<file path="config.mk">
export PLATFORM = sky130hd
export DESIGN_NAME = int_add_writeback
export DESIGN_NICKNAME = d
export VERILOG_FILES = /design/src/rtl/int_add_writeback.sv
export SDC_FILE = /design/constraint.sdc
export NUM_CORES = 1
export LEC_CHECK = 0
export ABC_AREA = 1
export ABC_CLOCK_PERIOD_IN_PS = 4450
export CORE_MARGIN = 2
export CORE_UTILIZATION = 61
export DETAILED_ROUTE_END_ITERATION = 16
export PLACE_DENSITY = 0.92
export SYNTH_ARGS = -nofsm -noshare
export SYNTH_HDL_FRONTEND = slang
export SYNTH_SLANG_ARGS = --single-unit
</file>
<file path="constraint.sdc">
create_clock -name clk -period 4.45 [get_ports clk]
set_input_delay 0.89 -clock clk [delete_from_list [all_inputs] [get_ports clk]]
set_output_delay 0.89 -clock clk [all_outputs]
set_load 0.02 [all_outputs]
</file>
<file path="src/rtl/int_add_writeback.sv">
// -----------------------------------------------------------------------------
// int_add_writeback
//
// Consumer end of the integer adder datapath. Every uop issued to the adder
// has its destination tag carried through a pipeline whose depth matches the
// adder latency. When the adder result lines up with the tag, the result is
// captured into an in-order FIFO. The FIFO head drives the shared register
// file write port, which an external arbiter grants.
//
// Ports:
//   clk           system clock, rising edge
//   reset         asynchronous, active-low reset
//   issue_valid   uop issued to the adder this cycle
//   issue_rd      destination register of the issued uop
//   issue_wen     issued uop writes rd
//   issue_ready   block can accept an issue this cycle (credit based)
//   add_value     adder result, valid ADDER_LAT cycles after issue
//   flush         squash all in-flight and buffered results
//   rf_grant      register file write port granted this cycle
//   rf_we         write request (head entry valid)
//   rf_waddr      head entry destination register
//   rf_wdata      head entry data
//   fifo_count    number of occupied FIFO entries
//   overflow_err  sticky: issue seen while issue_ready was low
// -----------------------------------------------------------------------------
module int_add_writeback #(
    parameter int DATA_WIDTH = 32,
    parameter int ADDER_LAT  = 1,
    parameter int FIFO_DEPTH = 4
) (
    input  logic                        clk,
    input  logic                        reset,
    input  logic                        issue_valid,
    input  logic [4:0]                  issue_rd,
    input  logic                        issue_wen,
    output logic                        issue_ready,
    input  logic [DATA_WIDTH-1:0]       add_value,
    input  logic                        flush,
    input  logic                        rf_grant,
    output logic                        rf_we,
    output logic [4:0]                  rf_waddr,
    output logic [DATA_WIDTH-1:0]       rf_wdata,
    output logic [$clog2(FIFO_DEPTH):0] fifo_count,
    output logic                        overflow_err
);

    localparam int PW   = $clog2(FIFO_DEPTH);
    localparam int CW   = PW + 1;
    // Wide enough for FIFO occupancy plus up to four in-flight tags.
    localparam int SW   = CW + 3;
    localparam int LAST = ADDER_LAT - 1;

    // Pointer advance; FIFO_DEPTH is a power of two so the natural wrap of a
    // PW-bit counter is exactly modulo FIFO_DEPTH with no wasted entry.
    function automatic logic [PW-1:0] ptr_inc(input logic [PW-1:0] ptr);
        return ptr + PW'(1'b1);
    endfunction

    // Number of valid in-flight tag stages.
    function automatic logic [SW-1:0] count_ones(input logic [ADDER_LAT-1:0] v);
        logic [SW-1:0] n;
        n = {SW{1'b0}};
        for (int i = 0; i < ADDER_LAT; i++) begin
            n = n + SW'(v[i]);
        end
        return n;
    endfunction

    // ---------------------------------------------------------------- state
    logic [ADDER_LAT-1:0]  tag_valid_q, tag_valid_d;
    logic [ADDER_LAT-1:0]  tag_wen_q,   tag_wen_d;
    logic [4:0]            tag_rd_q  [ADDER_LAT];
    logic [4:0]            tag_rd_d  [ADDER_LAT];

    logic [4:0]            mem_rd_q   [FIFO_DEPTH];
    logic [4:0]            mem_rd_d   [FIFO_DEPTH];
    logic [DATA_WIDTH-1:0] mem_data_q [FIFO_DEPTH];
    logic [DATA_WIDTH-1:0] mem_data_d [FIFO_DEPTH];

    logic [PW-1:0]         rd_ptr_q, rd_ptr_d;
    logic [PW-1:0]         wr_ptr_q, wr_ptr_d;
    logic [CW-1:0]         count_q,  count_d;

    logic                  rf_we_q,    rf_we_d;
    logic [4:0]            rf_waddr_q, rf_waddr_d;
    logic [DATA_WIDTH-1:0] rf_wdata_q, rf_wdata_d;
    logic                  issue_ready_q, issue_ready_d;
    logic                  overflow_q,    overflow_d;

    // ----------------------------------------------------------- datapath
    logic                  issue_acc_s;
    logic                  push_s;
    logic                  pop_s;
    logic [CW-1:0]         old_left_s;
    logic [SW-1:0]         credit_s;

    // Issue acceptance: a uop is tracked only when credit exists and no flush.
    always_comb begin
        issue_acc_s = issue_valid & issue_ready_q & ~flush;
    end

    // Tag pipeline shift; flush invalidates every stage at the edge.
    always_comb begin
        tag_valid_d = tag_valid_q;
        tag_wen_d   = tag_wen_q;
        tag_rd_d    = tag_rd_q;
        for (int i = ADDER_LAT - 1; i > 0; i--) begin
            tag_valid_d[i] = tag_valid_q[i-1];
            tag_wen_d[i]   = tag_wen_q[i-1];
            tag_rd_d[i]    = tag_rd_q[i-1];
        end
        tag_valid_d[0] = issue_acc_s;
        tag_wen_d[0]   = issue_wen;
        tag_rd_d[0]    = issue_rd;
        if (flush) begin
            tag_valid_d = {ADDER_LAT{1'b0}};
        end else begin
            tag_valid_d = tag_valid_d;
        end
    end

    // Push/pop decisions. Results for rd=0 or wen=0 are dropped here. The
    // fullness guard never fires under correct credit use; it only keeps a
    // protocol violation from corrupting buffered entries.
    always_comb begin
        pop_s      = (count_q != {CW{1'b0}}) & rf_grant & ~flush;
        old_left_s = count_q - CW'(pop_s);
        push_s     = tag_valid_q[LAST] & tag_wen_q[LAST] &
                     (tag_rd_q[LAST] != 5'd0) & ~flush &
                     (old_left_s < CW'(FIFO_DEPTH));
    end

    // FIFO storage, pointers and occupancy next state.
    always_comb begin
        mem_rd_d   = mem_rd_q;
        mem_data_d = mem_data_q;
        if (push_s) begin
            mem_rd_d[wr_ptr_q]   = tag_rd_q[LAST];
            mem_data_d[wr_ptr_q] = add_value;
        end else begin
            mem_rd_d   = mem_rd_q;
            mem_data_d = mem_data_q;
        end

        if (flush) begin
            rd_ptr_d = {PW{1'b0}};
            wr_ptr_d = {PW{1'b0}};
            count_d  = {CW{1'b0}};
        end else begin
            rd_ptr_d = pop_s  ? ptr_inc(rd_ptr_q) : rd_ptr_q;
            wr_ptr_d = push_s ? ptr_inc(wr_ptr_q) : wr_ptr_q;
            count_d  = old_left_s + CW'(push_s);
        end
    end

    // Next head state for the write port. When no older entry survives this
    // cycle the new head is the entry being pushed, taken from the tag stage
    // and adder result directly; it only reaches rf_* through the flops.
    always_comb begin
        if (count_d == {CW{1'b0}}) begin
            rf_we_d    = 1'b0;
            rf_waddr_d = 5'd0;
            rf_wdata_d = {DATA_WIDTH{1'b0}};
        end else if (old_left_s == {CW{1'b0}}) begin
            rf_we_d    = 1'b1;
            rf_waddr_d = tag_rd_q[LAST];
            rf_wdata_d = add_value;
        end else begin
            rf_we_d    = 1'b1;
            rf_waddr_d = mem_rd_q[rd_ptr_d];
            rf_wdata_d = mem_data_q[rd_ptr_d];
        end
    end

    // Credit: buffered plus in-flight (including ones that will be dropped),
    // no credit for a pop in the same cycle. Evaluated on next state so the
    // registered issue_ready matches the registered occupancy it describes.
    always_comb begin
        credit_s      = SW'(count_d) + count_ones(tag_valid_d);
        issue_ready_d = (credit_s < SW'(FIFO_DEPTH));
        overflow_d    = overflow_q | (issue_valid & ~issue_ready_q);
    end

    // Tag pipeline registers.
    always_ff @(posedge clk or negedge reset) begin
        if (!reset) begin
            tag_valid_q <= {ADDER_LAT{1'b0}};
            tag_wen_q   <= {ADDER_LAT{1'b0}};
            for (int i = 0; i < ADDER_LAT; i++) begin
                tag_rd_q[i] <= 5'd0;
            end
        end else begin
            tag_valid_q <= tag_valid_d;
            tag_wen_q   <= tag_wen_d;
            tag_rd_q    <= tag_rd_d;
        end
    end

    // FIFO storage and pointer registers.
    always_ff @(posedge clk or negedge reset) begin
        if (!reset) begin
            for (int i = 0; i < FIFO_DEPTH; i++) begin
                mem_rd_q[i]   <= 5'd0;
                mem_data_q[i] <= {DATA_WIDTH{1'b0}};
            end
            rd_ptr_q <= {PW{1'b0}};
            wr_ptr_q <= {PW{1'b0}};
            count_q  <= {CW{1'b0}};
        end else begin
            mem_rd_q   <= mem_rd_d;
            mem_data_q <= mem_data_d;
            rd_ptr_q   <= rd_ptr_d;
            wr_ptr_q   <= wr_ptr_d;
            count_q    <= count_d;
        end
    end

    // Registered outputs: write port head, credit and sticky error.
    always_ff @(posedge clk or negedge reset) begin
        if (!reset) begin
            rf_we_q       <= 1'b0;
            rf_waddr_q    <= 5'd0;
            rf_wdata_q    <= {DATA_WIDTH{1'b0}};
            issue_ready_q <= 1'b1;
            overflow_q    <= 1'b0;
        end else begin
            rf_we_q       <= rf_we_d;
            rf_waddr_q    <= rf_waddr_d;
            rf_wdata_q    <= rf_wdata_d;
            issue_ready_q <= issue_ready_d;
            overflow_q    <= overflow_d;
        end
    end

    assign issue_ready  = issue_ready_q;
    assign rf_we        = rf_we_q;
    assign rf_waddr     = rf_waddr_q;
    assign rf_wdata     = rf_wdata_q;
    assign fifo_count   = count_q;
    assign overflow_err = overflow_q;

endmodule

</file>
# Word-level counts from Yosys, hierarchy flattened
# Cells that the tools add are included.
[word_totals] n_memories=0 latchBits=0 ram_bits=0 out_inout_bits=43 wordCells=72 register_bits=202 romBits=0
[classes] reduce_logical=6 magnitude_cmp=5 shifts=0 bitwise=14 n_eq_ne=0 addsub=5 mux=23 div=0 n_mul=0
[ops] op="32-bit 2-to-1 mux" count=5
[ops] op="128-bit bitwise mux" count=1
[ops] op="32-bit binary-select mux with 2-bit select" count=1
[ops] op="32-bit demux with 2-bit select" count=1
[ops] op="5-bit 2-to-1 mux" count=5
[ops] op="20-bit bitwise mux" count=1
[ops] op="5-bit binary-select mux with 2-bit select" count=1
[ops] op="5-bit demux with 2-bit select" count=1
[ops] op="1-bit bitwise AND" count=9
[ops] op="2-bit 2-to-1 mux" count=4
[ops] op="3-bit greater-or-equal comparator, second input constant" count=2
[ops] op="3-bit logical NOT" count=2
[ops] op="2-bit inverter with 3-bit output" count=2
[ops] op="5-bit nonzero test" count=1
[ops] op="2-bit by 1-bit adder with 2-bit output, second input constant" count=2
[ops] op="3-bit by 1-bit adder with 4-bit output" count=1
[ops] op="4-bit by 3-bit less-than comparator with 1-bit output, second input constant" count=1
[ops] op="3-bit by 1-bit adder with 3-bit output" count=1
[ops] op="3-bit by 1-bit less-than comparator with 1-bit output, second input constant" count=1
[ops] op="3-bit less-than comparator, second input constant" count=1
[ops] op="3-bit 2-to-1 mux" count=1
[ops] op="3-bit nonzero test" count=1
[ops] op="3-bit by 1-bit subtractor with 3-bit output" count=1
[ops] op="1-bit 2-to-1 mux" count=2
[ops] op="4 further kinds" count=5

# Logic depth before layout (Yosys ltp)
[logic_depth] depth_word=11 mapped_depth=21

# Least setup slack after synthesis
# OpenSTA, ideal clock, no wires.
[synth_path] path_kind="input port to flip-flop" from="input port rf_grant" to="register rf_wdata_q[10] (netlist: rf_wdata[10])" setup_ns=0.133 arrival_ns=3.128 setup_slack_ns=1.190 path_stages=21 cell_sequence="inv_1 > nor2_2 > nand2_1 > inv_1 > ha_1 > ha_1 > inv_1 > nand2_1 > nand2_1 > nor2_4 > nand2_8 > inv_1 > ha_1 > ha_1 > or2_1 > nand3_1 > nand3_1 > buf_4 > buf_2 > o21ai_0 > a21oi_1"
[synth_via] elab_chain_len=10 word_cells_on_any_way=17 cone_classes="add/sub (2); order compare (1); mux (8); bitwise (4); reduce/logical (2)"
[synth_lines] element="start, declared" line="39" text="input logic rf_grant,"
[synth_lines] element="1-bit bitwise AND * (2 in a row)" line="126" text="pop_s = (count_q != {CW{1'b0}}) & rf_grant & ~flush;"
[synth_lines] element="parallel branches: the longest is 7 deep, another holds 3-bit by 1-bit subtractor with 3-bit output"
[synth_lines] element="32-bit 2-to-1 mux *" line="160" text="if (count_d == {CW{1'b0}}) begin"
[synth_lines] element="named net rf_wdata_d[10]" line="86" text="logic [DATA_WIDTH-1:0] rf_wdata_q, rf_wdata_d;"
[synth_lines] element="end signal, assigned" line="223" text="rf_wdata_q <= {DATA_WIDTH{1'b0}};"
[synth_lines] element="end signal, assigned" line="229" text="rf_wdata_q <= rf_wdata_d;"
[synth_lines] element="end, declared" line="86"
# Mark *: on every way through the listed nets, which the timed path passes. The select of a mux whose other input is x is not followed.
# A chain may end at the register's enable or synchronous reset.

# Final worst setup path
[layout_path] from="input port flush" to="register rf_waddr_q[1] (netlist: rf_waddr[1])"
[layout_via] elab_chain_len=10 word_cells_on_any_way=18 cone_classes="add/sub (2); order compare (1); mux (8); bitwise (5); reduce/logical (2)"
[layout_lines] element="start, declared" line="38" text="input logic flush,"
[layout_lines] element="parallel branches: the longest is 9 deep, another holds 3-bit by 1-bit subtractor with 3-bit output"
[layout_lines] element="5-bit 2-to-1 mux *" line="160"
[layout_lines] element="named net rf_waddr_d[1]" line="85" text="logic [4:0] rf_waddr_q, rf_waddr_d;"
[layout_lines] element="end signal, assigned" line="228" text="rf_waddr_q <= rf_waddr_d;"
[layout_lines] element="end, declared" line="85"
# Marks and branches as above.

==> results.md <==
- Post-cts repair resize count: 0
- DRC errors left: 0
- Psw: 1500 uW
- Worst hold path startpoint: overflow_err
- Max-Cap Viols: 0
- DIE HEIGHT: 131 um
- Power density over cell area: 462 nW/um2
- Setup Fix Bufs, Post-CTS: 0
- #FFs+latches synth: 202
- Gr ovfl total: 0
- Clock transition at the registers of the reported paths: 60 ps
- Post-place setup slack: 292 ps
- Leading area contributor after synthesis: dfrtp_1
- Vias after detailed routing: 6,871
- Worst r2r path cells: 19
- Worst slew pin tran: 940 ps
- Worst hold slack: 474 ps
- Multi-input gate area: 4160 um2
- Cts hold-fix bufs: 0
- Tot GR Track Use: 27.5%
- DRT Pass-1 Iters: 5
- Vias in the first global route: 7,002
- Routed Antenna Nets: 0
- Final Hold Fails: 0
- Worst Hold Path EP: overflow_err
- R2r setup slk: 1190 ps
- Vias per cell: 6.16
- Crit start category: primary input
- Most frequent cells after synthesis: dfrtp_1, nand2_1, mux2_4, nand3_1, nand4_1
- Initial DRC Count: 503
- Max rail drop VDD: 0.252 mV
- Worst setup EP type: flip-flop
- CTS Buf Count: 21
- RSZ-0062 raised after global routing: no
- Primary FF master, synth: dfrtp_1
- Maximum number of pins on one net before global-route repair: 116
- Synth Cell Area: 9800 um2
- Post-layout min period: 3740 ps
- Cell count of the worst hold path: 1
- Avg Synthesized Cell Area: 11.9 um2
- Data arrival time of the worst path: 4130 ps
- Synth top area share: 51.3%
- Seq pwr share: 42.8%
- CTS tree: yes
- Core ar.: 15,800 um2
- Drt wl/cell: 20.5 um
- DIE AREA: 17,100 um2
- Crit share post-route: 84.0%
- Cells after Synth: 822
- Ports: 86
- Final setup vio count: 0
- FFs w/ async S/R, synth: 100%
- Ant diodes: 0
- Synth Net Count: 873
- Die width: 131 um
- Yosys cell types: 29
- CTS Buffer Depth: 3
- Crit-path max FO: 22
- P&R area growth vs syn: 16.3%
- Final nets: 938
- R2r startpoint: fifo_count[0]
- Clock share of power: 34.8%
- Synth warn: 0
- WL final: 22.9 mm
- Static leakage: 0.00533 uW
- Initial antenna violation count: 0
- Clk_lat worst skew: 500 ps
- Worst Skew: 16.7 ps
- F_max: 0.268 GHz
- Placer Congestion: 0.795
- Synth top area cells: dfrtp_1, mux2_4, nand2_1
- Reg2reg end: rf_waddr[1]
- Most frequent cell after synthesis: dfrtp_1
- Max Slew Vio Count: 0
- Sw Ratio: 28.5%
- First-pass GRT wire length: 36.6 mm
- Critical path class: primary input to flip-flop
- Number of port buffers: 85
- H-tree Lvls: 1
- Seq/Total Area, Yosys: 51.6%
- Final TNS setup: 0 ps
- Slew headroom: 37.3%
- Required time of the critical path: 4850 ps
- Final worst setup slack: 713 ps
- Starting Density: 62.1%
- Post-synth EDFFs: 0
- CTS Sinks: 202
- CTS root buffer: clkbuf_16
- Hpwl dp: 13.2 mm
- Share of post-route cells with drive strength above 1: 24.3%
- Combinational share of power: 22.5%
- Row count: 46
- Int Pwr: 3760 uW
- Status: complete, no violations
- Worst Hold Class: flip-flop to flip-flop
- Storage cell area: 5060 um2
- Fill cells: 1,001
==> how the worst max path moves through the flow <==
stage | startpoint | endpoint | slack [ps] | cells past startpoint
global route | flush | rf_waddr[1] | 450 | 20
CTS | flush | rf_waddr[1] | 760 | 20
finish | flush | rf_waddr[1] | 710 | 20
detailed placement | flush | rf_wdata[2] | 290 | 20
floorplan | rf_grant | rf_wdata[10] | 1190 | 21
global placement | flush | rf_wdata[2] | 500 | 20
==> final cells by class <==
class	count	share of cell area [%]
flip-flops and latches	202	44.4
clock buffers	28	5.28
repair buffers	106	9.54
multi-input cells	531	36.5
inverters	25	0.846
well taps	216	2.37
clock inverters	8	1.03
==> through the flow <==
step           instance area (um2)  instances  util, %  power [uW]
2_1_floorplan                 9800        822        -        3000
3_3_place_gp                 10700       1080     67.7        3360
3_5_place_dp                 10700       1080     67.7        3420
4_1_cts                      11400       1116     72.2        5270
5_1_grt                      11400       1116     72.2        5480
6_report                     11400       1116     72.2        5260
==> flip-flops by register name (all words and copies together) (netlist names) <==
signal / cells
mem_data_q: 128
rf_wdata: 32
mem_rd_q: 20
rf_waddr: 5
tag_rd_q: 5
fifo_count: 3
rd_ptr_q: 2
wr_ptr_q: 2
issue_ready: 1
overflow_err: 1
rf_we: 1
tag_valid_q: 1
tag_wen_q: 1
==> layer usage <==
metal | vias to the layer above | wire length, um | GRT usage, %
li1 | 3007 | - | -
met2 | 324 | 11500 | 46.1
met4 | 0 | 675 | 11.3
met5 | - | 0 | 0
met3 | 55 | 1500 | 3.91
met1 | 3485 | 9210 | 36.4
==> cells in the final DEF (no fill, tap or decap), drive strengths merged, types with 10 or more instances in the layout <==
cell type,count
nand2,129
inv,24
clkdlybuf4s50,84
mux2,148
dfrtp,201
nor2,10
nand3,82
o21ai,38
a21oi,37
nand4,75
buf,21
clkbuf,29
==> worst max-delay path: stages <==
cell and delay (ps):
clkdlybuf4s50_1 520, nor2_2 250, nand2_1 130, inv_1 90, ha_1 140, ha_1 160
inv_1 40, nand2_1 70, nand2_1 110, nor2_4 150, nand2_8 120, inv_1 130
ha_1 160, ha_1 150, or2_1 100, nand3_1 130, nand3_2 120, buf_4 300
o21ai_0 170, a21oi_1 200
==> kinds of logic (layout without fill, tap and decap cells) <==
kind of cell,after synthesis,count (layout),share of synthesized area (%)
flops,202,202,51.6
buf+inv,89,167,6.24
simple gates,298,298,15.5
mux,148,148,21.6
fa+ha+maj,8,8,1.02
compound gates,77,77,4.00
==> power by group through the flow <==
stage | Sequential [uW] | Combinational [uW] | Clock [uW]
3_3_place_gp | 2250 | 1110 | 0
3_5_place_dp | 2270 | 1160 | 0
2_1_floorplan | 2320 | 678 | 0
5_1_grt | 2270 | 1290 | 1920
4_1_cts | 2250 | 1180 | 1840
6_report | 2250 | 1180 | 1830
No activity file was read; power rests on OpenSTA's default activity.
